===== config.mk =====
export PLATFORM = sky130hd
export DESIGN_NAME = tx_frame_sched_flat
export DESIGN_NICKNAME = d
export VERILOG_FILES = /design/src/rtl/tx_frame_sched_if.sv /design/src/rtl/tx_frame_sched.sv /design/src/flat_wrapper.sv
export SDC_FILE = /design/constraint.sdc
export NUM_CORES = 1
export LEC_CHECK = 0
export ABC_AREA = 1
export CAP_MARGIN = 20
export CELL_PAD_IN_SITES_DETAIL_PLACEMENT = 0
export CELL_PAD_IN_SITES_GLOBAL_PLACEMENT = 1
export CORE_ASPECT_RATIO = 1.25
export CORE_MARGIN = 2
export CORE_UTILIZATION = 31
export DETAILED_ROUTE_END_ITERATION = 12
export PLACE_DENSITY = 0.87
export SYNTH_ARGS = -nofsm -noshare
export SYNTH_HDL_FRONTEND = slang
export SYNTH_SLANG_ARGS = --single-unit

===== constraint.sdc =====
create_clock -name clk -period 1.61 [get_ports clk]
set_clock_uncertainty 0.1 [all_clocks]
set_input_delay 0.4025 -clock clk [delete_from_list [all_inputs] [get_ports clk]]
set_output_delay 0.4025 -clock clk [all_outputs]
set_load 0.01 [all_outputs]

===== src/rtl/tx_frame_sched_if.sv =====
// -----------------------------------------------------------------------------
// tx_frame_sched_if
//   Bundles the requester-side byte streams and the output-FIFO write port of
//   the frame scheduler.
//
//   src_data   [NUM_SRC][8]  payload byte offered by each source
//   src_valid  [NUM_SRC]     source i has a byte / requests the FIFO
//   src_last   [NUM_SRC]     byte on src_data[i] ends the frame
//   src_ready  [NUM_SRC]     byte from source i accepted this cycle
//   dout       [8]           byte written to the output FIFO
//   wr_en                    output FIFO write strobe
//   fifo_out_full            output FIFO cannot take a byte
//
//   master : the scheduler (drives src_ready, dout, wr_en)
//   slave  : the environment (sources and FIFO)
// -----------------------------------------------------------------------------
interface tx_frame_sched_if #(
   parameter int unsigned NUM_SRC = 2
);

   logic [NUM_SRC-1:0][7:0] src_data;
   logic [NUM_SRC-1:0]      src_valid;
   logic [NUM_SRC-1:0]      src_last;
   logic [NUM_SRC-1:0]      src_ready;
   logic [7:0]              dout;
   logic                    wr_en;
   logic                    fifo_out_full;

   modport master (
      input  src_data,
      input  src_valid,
      input  src_last,
      input  fifo_out_full,
      output src_ready,
      output dout,
      output wr_en
   );

   modport slave (
      output src_data,
      output src_valid,
      output src_last,
      output fifo_out_full,
      input  src_ready,
      input  dout,
      input  wr_en
   );

endinterface


===== src/rtl/tx_frame_sched.sv =====
// -----------------------------------------------------------------------------
// tx_frame_sched
//   Round-robin scheduler that lets NUM_SRC byte-stream sources share one
//   output FIFO. Each granted source gets a complete frame written:
//      SYNC_BYTE, {6'b0, source id}, payload bytes..., checksum
//   The checksum is the XOR of the id byte and every payload byte. The grant
//   is held for the whole frame; the next arbitration happens in ST_IDLE,
//   searching from the source after the previous winner.
//
//   Parameters
//     NUM_SRC    number of sources (2..4)
//     SYNC_BYTE  first byte of every frame
//
//   Ports
//     clk        clock, rising edge
//     rst        asynchronous active-high reset
//     bus        tx_frame_sched_if.master (source streams + FIFO write port)
//     busy       high whenever a frame is in progress (not ST_IDLE)
//     grant_id   source owning the FIFO; holds its last value in ST_IDLE
//
//   dout, wr_en and src_ready are combinational from the state and the
//   current inputs, so wr_en drops in the same cycle fifo_out_full rises.
// -----------------------------------------------------------------------------
module tx_frame_sched #(
   parameter int unsigned NUM_SRC   = 2,
   parameter logic [7:0]  SYNC_BYTE = 8'hA5
) (
   input  logic             clk,
   input  logic             rst,
   tx_frame_sched_if.master bus,
   output logic             busy,
   output logic [1:0]       grant_id
);

   typedef enum logic [2:0] {
      ST_IDLE,
      ST_SYNC,
      ST_ID,
      ST_PAYLOAD,
      ST_CKSUM
   } state_t;

   state_t     state_q;
   state_t     state_d;
   logic [1:0] grant_q;
   logic [1:0] grant_d;
   logic [1:0] last_grant_q;
   logic [1:0] last_grant_d;
   logic [7:0] cksum_q;
   logic [7:0] cksum_d;

   // View of the currently granted source
   logic [7:0] sel_data;
   logic       sel_valid;
   logic       sel_last;

   // Round-robin arbitration result
   logic        rr_found;
   logic [1:0]  rr_pick;
   int unsigned rr_dist;
   int unsigned rr_best;

   // Combinational outputs
   logic [7:0]         dout_c;
   logic               wr_en_c;
   logic [NUM_SRC-1:0] src_ready_c;

   // --------------------------------------------------------------------------
   // Round-robin pick: each requester's distance from (last_grant+1) modulo
   // NUM_SRC is computed and the smallest wins. The 2*NUM_SRC bias keeps the
   // subtraction non-negative for every last_grant value.
   // --------------------------------------------------------------------------
   always_comb begin
      rr_found = 1'b0;
      rr_pick  = '0;
      rr_best  = NUM_SRC;
      rr_dist  = '0;
      for (int unsigned j = 0; j < NUM_SRC; j++) begin
         rr_dist = (j + 2 * NUM_SRC - 1 - 32'(last_grant_q)) % NUM_SRC;
         if (bus.src_valid[j] && (rr_dist < rr_best)) begin
            rr_best  = rr_dist;
            rr_pick  = 2'(j);
            rr_found = 1'b1;
         end
      end
   end

   // --------------------------------------------------------------------------
   // Granted-source mux. Compared against each index rather than indexing with
   // grant_q directly so an out-of-range grant can never select anything.
   // --------------------------------------------------------------------------
   always_comb begin
      sel_data  = '0;
      sel_valid = 1'b0;
      sel_last  = 1'b0;
      for (int unsigned j = 0; j < NUM_SRC; j++) begin
         if (2'(j) == grant_q) begin
            sel_data  = bus.src_data[j];
            sel_valid = bus.src_valid[j];
            sel_last  = bus.src_last[j];
         end
      end
   end

   // --------------------------------------------------------------------------
   // Next-state and output logic
   // --------------------------------------------------------------------------
   always_comb begin
      state_d      = state_q;
      grant_d      = grant_q;
      last_grant_d = last_grant_q;
      cksum_d      = cksum_q;
      dout_c       = 8'h00;
      wr_en_c      = 1'b0;
      src_ready_c  = '0;

      unique case (state_q)
         ST_IDLE: begin
            if (rr_found) begin
               grant_d      = rr_pick;
               last_grant_d = rr_pick;
               cksum_d      = 8'h00;
               state_d      = ST_SYNC;
            end
         end

         // The sync byte is not part of the checksum.
         ST_SYNC: begin
            dout_c  = SYNC_BYTE;
            wr_en_c = ~bus.fifo_out_full;
            if (wr_en_c) begin
               state_d = ST_ID;
            end
         end

         ST_ID: begin
            dout_c  = {6'b0, grant_q};
            wr_en_c = ~bus.fifo_out_full;
            if (wr_en_c) begin
               cksum_d = cksum_q ^ dout_c;
               state_d = ST_PAYLOAD;
            end
         end

         // A granted source with src_valid low simply stalls the frame.
         ST_PAYLOAD: begin
            dout_c  = sel_data;
            wr_en_c = sel_valid & ~bus.fifo_out_full;
            for (int unsigned j = 0; j < NUM_SRC; j++) begin
               src_ready_c[j] = wr_en_c && (2'(j) == grant_q);
            end
            if (wr_en_c) begin
               cksum_d = cksum_q ^ sel_data;
               if (sel_last) begin
                  state_d = ST_CKSUM;
               end
            end
         end

         ST_CKSUM: begin
            dout_c  = cksum_q;
            wr_en_c = ~bus.fifo_out_full;
            if (wr_en_c) begin
               state_d = ST_IDLE;
            end
         end

         default: begin
            state_d = ST_IDLE;
         end
      endcase
   end

   // --------------------------------------------------------------------------
   // State registers. last_grant resets to NUM_SRC-1 so source 0 wins the
   // first arbitration after reset.
   // --------------------------------------------------------------------------
   always_ff @(posedge clk or posedge rst) begin
      if (rst) begin
         state_q      <= ST_IDLE;
         grant_q      <= '0;
         last_grant_q <= 2'(NUM_SRC - 1);
         cksum_q      <= 8'h00;
      end else begin
         state_q      <= state_d;
         grant_q      <= grant_d;
         last_grant_q <= last_grant_d;
         cksum_q      <= cksum_d;
      end
   end

   assign bus.dout      = dout_c;
   assign bus.wr_en     = wr_en_c;
   assign bus.src_ready = src_ready_c;
   assign busy          = (state_q != ST_IDLE);
   assign grant_id      = grant_q;

endmodule


===== src/flat_wrapper.sv =====
// flat-port wrapper written by rule: the top's interface ports become plain ports
module tx_frame_sched_flat 
#(
   parameter int unsigned NUM_SRC   = 2,
   parameter logic [7:0]  SYNC_BYTE = 8'hA5
)
  (clk, rst, busy, grant_id, bus_src_data, bus_src_valid, bus_src_last, bus_fifo_out_full, bus_src_ready, bus_dout, bus_wr_en);
  tx_frame_sched_if #(.NUM_SRC(NUM_SRC)) bus_i ();
  input  logic clk;
  input  logic rst;
  output logic busy;
  output logic [1:0] grant_id;
  input wire logic [$bits(bus_i.src_data)-1:0] bus_src_data;
  input wire logic [$bits(bus_i.src_valid)-1:0] bus_src_valid;
  input wire logic [$bits(bus_i.src_last)-1:0] bus_src_last;
  input wire logic [$bits(bus_i.fifo_out_full)-1:0] bus_fifo_out_full;
  output wire logic [$bits(bus_i.src_ready)-1:0] bus_src_ready;
  output wire logic [$bits(bus_i.dout)-1:0] bus_dout;
  output wire logic [$bits(bus_i.wr_en)-1:0] bus_wr_en;
  assign bus_i.src_data = bus_src_data;
  assign bus_i.src_valid = bus_src_valid;
  assign bus_i.src_last = bus_src_last;
  assign bus_i.fifo_out_full = bus_fifo_out_full;
  assign bus_src_ready = bus_i.src_ready;
  assign bus_dout = bus_i.dout;
  assign bus_wr_en = bus_i.wr_en;
  tx_frame_sched #(.NUM_SRC(NUM_SRC), .SYNC_BYTE(SYNC_BYTE)) u_core (.clk(clk), .rst(rst), .bus(bus_i), .busy(busy), .grant_id(grant_id));
endmodule

==> summary by stage <==
Worst setup path
The endpoint kind of the worst setup timing path is an output pin. Walking the worst path, the cells encountered are inv_2 -> nand3_1 -> buf_4 -> o211ai_1 -> buf_2. The peak per-stage delay on the critical path is ~0.38 ns. At the worst endpoint, the required time is ~1.1 ns.

The critical path is of the reg -> out type. The number of buffers and inverters on the critical path is 3. Of all nets on the critical path, the largest fanout is 5. The largest individual stage delay along the critical path comes from the cell sky130_fd_sc_hd__dfrtp_1. Grouping stages by cell kind, the critical path spends the most delay in buffers and inverters. At the worst endpoint, the arrival time is between 1 and 1.5 ns. For flop-to-flop paths, the worst setup slack is -0.04 ns. The category of the worst setup path launch point is a register.

Timing
The number of hold-slack violations in the final timing report is 0. Derived from the worst setup path, the maximum achievable clock frequency is around 500 MHz. The total setup violations reported at the end of the flow is 19. The smallest setup slack after layout is -0.340 ns.

The post-route clock period utilization is 121%. Setup repair after global routing could not meet its margin everywhere. The final critical-path required period is around 2.0 ns. The max-slew violation count came to 0.

Run status
The final reports fail on setup timing. The run finished, with violations left.

Place
In this run the tool buffered the top-level ports with 35 buffer cells. The placed cell area is 1810 sq um. The placer's final routability congestion estimate is about 0.84. The half-perimeter wire length after detailed placement is about 2400 um.

Logic synthesis
The number of nets handed over by synthesis was between 150 and 200. The complex-gate fraction of the synthesized area is 10.9%. The synthesized netlist devotes 0% of its cell area to XOR and XNOR gates.

The adder and majority gate portion of the synthesized area is 0%. In this run, synthesis produced a sequential element count of 13. The post-synthesis instance area is roughly 1100 sq um. Yosys printed 0 warnings. The simple-gate portion of the synthesized area is about half. After synthesis, the mean cell area works out to around 6.4 sq um. The dominant combinational cell family by area after synthesis is simple AND/OR/NAND/NOR gates. In the synthesized netlist, the number of instances is about 180. In this run, distinct cell masters in the synthesized netlist total 24. Summing the sequential cell areas from Yosys gives between 20% and 30% of the chip area. In the synthesized netlist, mux cells make up 0% of the area.

Clock tree
The number of buffers created by CTS is 3. The maximum clock path buffer count is 2. The root buffer cell chosen for the clock tree is sky130_fd_sc_hd__clkbuf_8.

In this run the number of H-tree levels came out at 1. Clock tree synthesis found a total of 13 sinks. TritonCTS built the clock tree.

The clock slew at the register clock pins of the worst setup and hold paths is 0.06 ns. The insertion delay of the later-clocked pin in the worst-skew pair is around 0.25 ns. After clock tree synthesis, the flow added hold-fix buffers numbering 0.

Floorplan
The die is approximately 58 um wide. The core region area is 3480 sq um. For this configuration, the core starts out at a cell density of between 30 and 40%.

The floorplan step set the die height to just over 70 um. The floorplan row count is 24. The die covers 4120 sq um. The count of boundary I/O pins is 37.

Drt
The count of nets left with antenna violations once routing finished came out at 0. After the first detailed-routing iteration, the DRC count stood at 43. Dividing the detail-routed wire length by the instance count gives ~12 um. In the routed design, unresolved DRC markers number 0. The aggregate routed wire length is about 3500 um.

The number of vias per cell after detailed routing is approximately 4.7. The first TritonRoute pass finished after 4 iterations. The detailed router placed between 1000 and 1500 vias in this run.

Cells and area
The share of final-layout standard cells stronger than drive strength 1 is between 40% and 50%. The register cell area after layout is around 330 sq um. The footprint of the multi-input gates is between 800 and 900 sq um. The total number of nets in the final design is 286.

The diode insertion count for antenna repair is 0. Measured on the finished design, the core utilization comes to between 50% and 60%. Compared with the post-synthesis result, the final layout area differs by 83.2%.

The post-route cell area is between 2000 and 2500 sq um. After filler insertion, the fill cell instance count of the layout stands at between 300 and 400. Leaving out fill and tap cells, the most frequent cell in the layout is sky130_fd_sc_hd__nand2_1. The top cell types in the final layout, fill and taps aside, are sky130_fd_sc_hd__nand2_1, sky130_fd_sc_hd__buf_4, sky130_fd_sc_hd__clkdlybuf4s50_1.

Power
The net switching power figure is between 1.5 and 2 mW. IR analysis of the VDD net gives a maximum drop of approximately 1200 uV. The static leakage is around 1.1 nW. Net switching is about 46% of the power.

The sequential power share is between 10% and 20%. The total power divided by cell area is 1980 nW/um^2. The share of total power dissipated in the clock network is under 10%. In this run, the combinational gates consume 77.3% of the power. The internal portion of the total power is 2.19 mW.

Worst hold path
The path class of the tightest hold or removal check is in -> async.

GRT
The via count of the first global-routing pass is around 1400. The total global routing overflow is 0. The first global-routing pass estimated 5560 um of wire. The aggregate global-route resource usage is between 15 and 20%.

The number of antenna violations at the first check in global routing is 0. The largest net degree at the start of global routing is 15.

Flow run
The max-cap violation count is 0.
==> registers in the layout, summed over array words and instances (netlist names) <==
name and flops:
u_core.cksum_q 8, u_core.grant_id 1, u_core.last_grant_q 1, u_core.state_q 3
==> final timing paths <==
kind                                        start                      to  cells after the start
min in group clk           u_core.last_grant_q[0]  u_core.last_grant_q[0]                      2
max in group asynchronous                     rst  u_core.last_grant_q[0]                      3
max reg2reg                    u_core.grant_id[0]       u_core.cksum_q[2]                      9
min                                           rst       u_core.cksum_q[3]                      3
min reg2reg                u_core.last_grant_q[0]  u_core.last_grant_q[0]                      2
max                             u_core.state_q[0]             bus_dout[7]                      5
==> timing repair <==
action,in CTS,in global routing
buffers inserted,9,5
pin swaps,10,12
gates cloned,0,1
resized for setup,76,25
endpoints found under the setup margin,23,25
==> metal layers <==
metal / up-vias / track usage [%] / wire [um] / share of wire [%]
li1: 735 / - / - / -
met1: 649 / 18.7 / 1370 / 40
met2: 27 / 32.4 / 1950 / 56
met3: 7 / 2.17 / 93 / 2.7
met4: 0 / 7.24 / 61 / 1.8
met5: - / 0 / 0 / 0
==> worst min-delay path: stages <==
cell and delay, ns:
sky130_fd_sc_hd__clkdlybuf4s50_1 0.40, sky130_fd_sc_hd__inv_1 0.05, sky130_fd_sc_hd__buf_4 0.21
==> synthesized netlist by cell type <==
library cell	n	share of area [%]
sky130_fd_sc_hd__nand2_1	71	24
sky130_fd_sc_hd__nor3_4	1	1.4
sky130_fd_sc_hd__buf_2	2	0.89
sky130_fd_sc_hd__or2_2	2	1.1
sky130_fd_sc_hd__o2111ai_1	1	0.78
sky130_fd_sc_hd__inv_1	15	5.0
sky130_fd_sc_hd__a21oi_1	1	0.45
sky130_fd_sc_hd__nor2_2	2	1.1
sky130_fd_sc_hd__nand3_2	1	0.89
sky130_fd_sc_hd__o21ai_0	8	3.6
sky130_fd_sc_hd__buf_4	2	1.3
sky130_fd_sc_hd__nand2_4	1	1.0
sky130_fd_sc_hd__o211ai_1	1	0.67
sky130_fd_sc_hd__nor2_1	9	3.0
sky130_fd_sc_hd__nand4_1	3	1.7
sky130_fd_sc_hd__nor2_4	3	3.0
sky130_fd_sc_hd__nand2_2	8	4.5
sky130_fd_sc_hd__buf_8	1	1.3
sky130_fd_sc_hd__o21ai_2	7	5.5
sky130_fd_sc_hd__nand3_1	20	8.9
sky130_fd_sc_hd__conb_1	1	0.33
sky130_fd_sc_hd__dfrtp_1	12	27
sky130_fd_sc_hd__dfstp_2	1	2.3
sky130_fd_sc_hd__inv_2	2	0.67
==> metrics by stage <==
step | hold WS, ns | TNS (ns) | power (mW) | instances | setup WS (ns)
floorplan | 0.179 | -0.00422 | 2.08 | 175 | -0.00422
global placement | 0.378 | -10.69 | 3.27 | 285 | -0.816
detailed placement | 0.384 | -10.76 | 3.28 | 285 | -0.827
CTS | 0.361 | -3.84 | 3.77 | 296 | -0.374
global route | 0.414 | -4.83 | 4.38 | 301 | -0.397
finish | 0.351 | -3.55 | 4.07 | 301 | -0.340
==> cells by family (layout without fill, tap and decap cells) <==
logic type | Yosys count | after routing
flops | 13 | 13
other cells | 1 | 1
simple gates | 121 | 122
buf+inv | 22 | 108
compound gates | 18 | 18
==> final cells by class <==
cell class / instances / area share, %
clock buffers: 4 / 2.19
inverters: 17 / 3.10
multi-input cells: 141 / 40.3
flip-flops and latches: 13 / 15.9
well taps: 39 / 2.37
repair buffers: 87 / 36.2
==> power by group through the flow <==
| stage | logic [mW] | registers [mW] | clock network (mW) |
|---|---|---|---|
| CTS | 2.85 | 0.615 | 0.309 |
| detailed placement | 2.67 | 0.618 | 0 |
| floorplan | 1.43 | 0.650 | 0 |
| global placement | 2.65 | 0.615 | 0 |
| finish | 3.14 | 0.617 | 0.307 |
| global route | 3.41 | 0.638 | 0.325 |
Note: power is estimated with default switching activity, not from simulation.
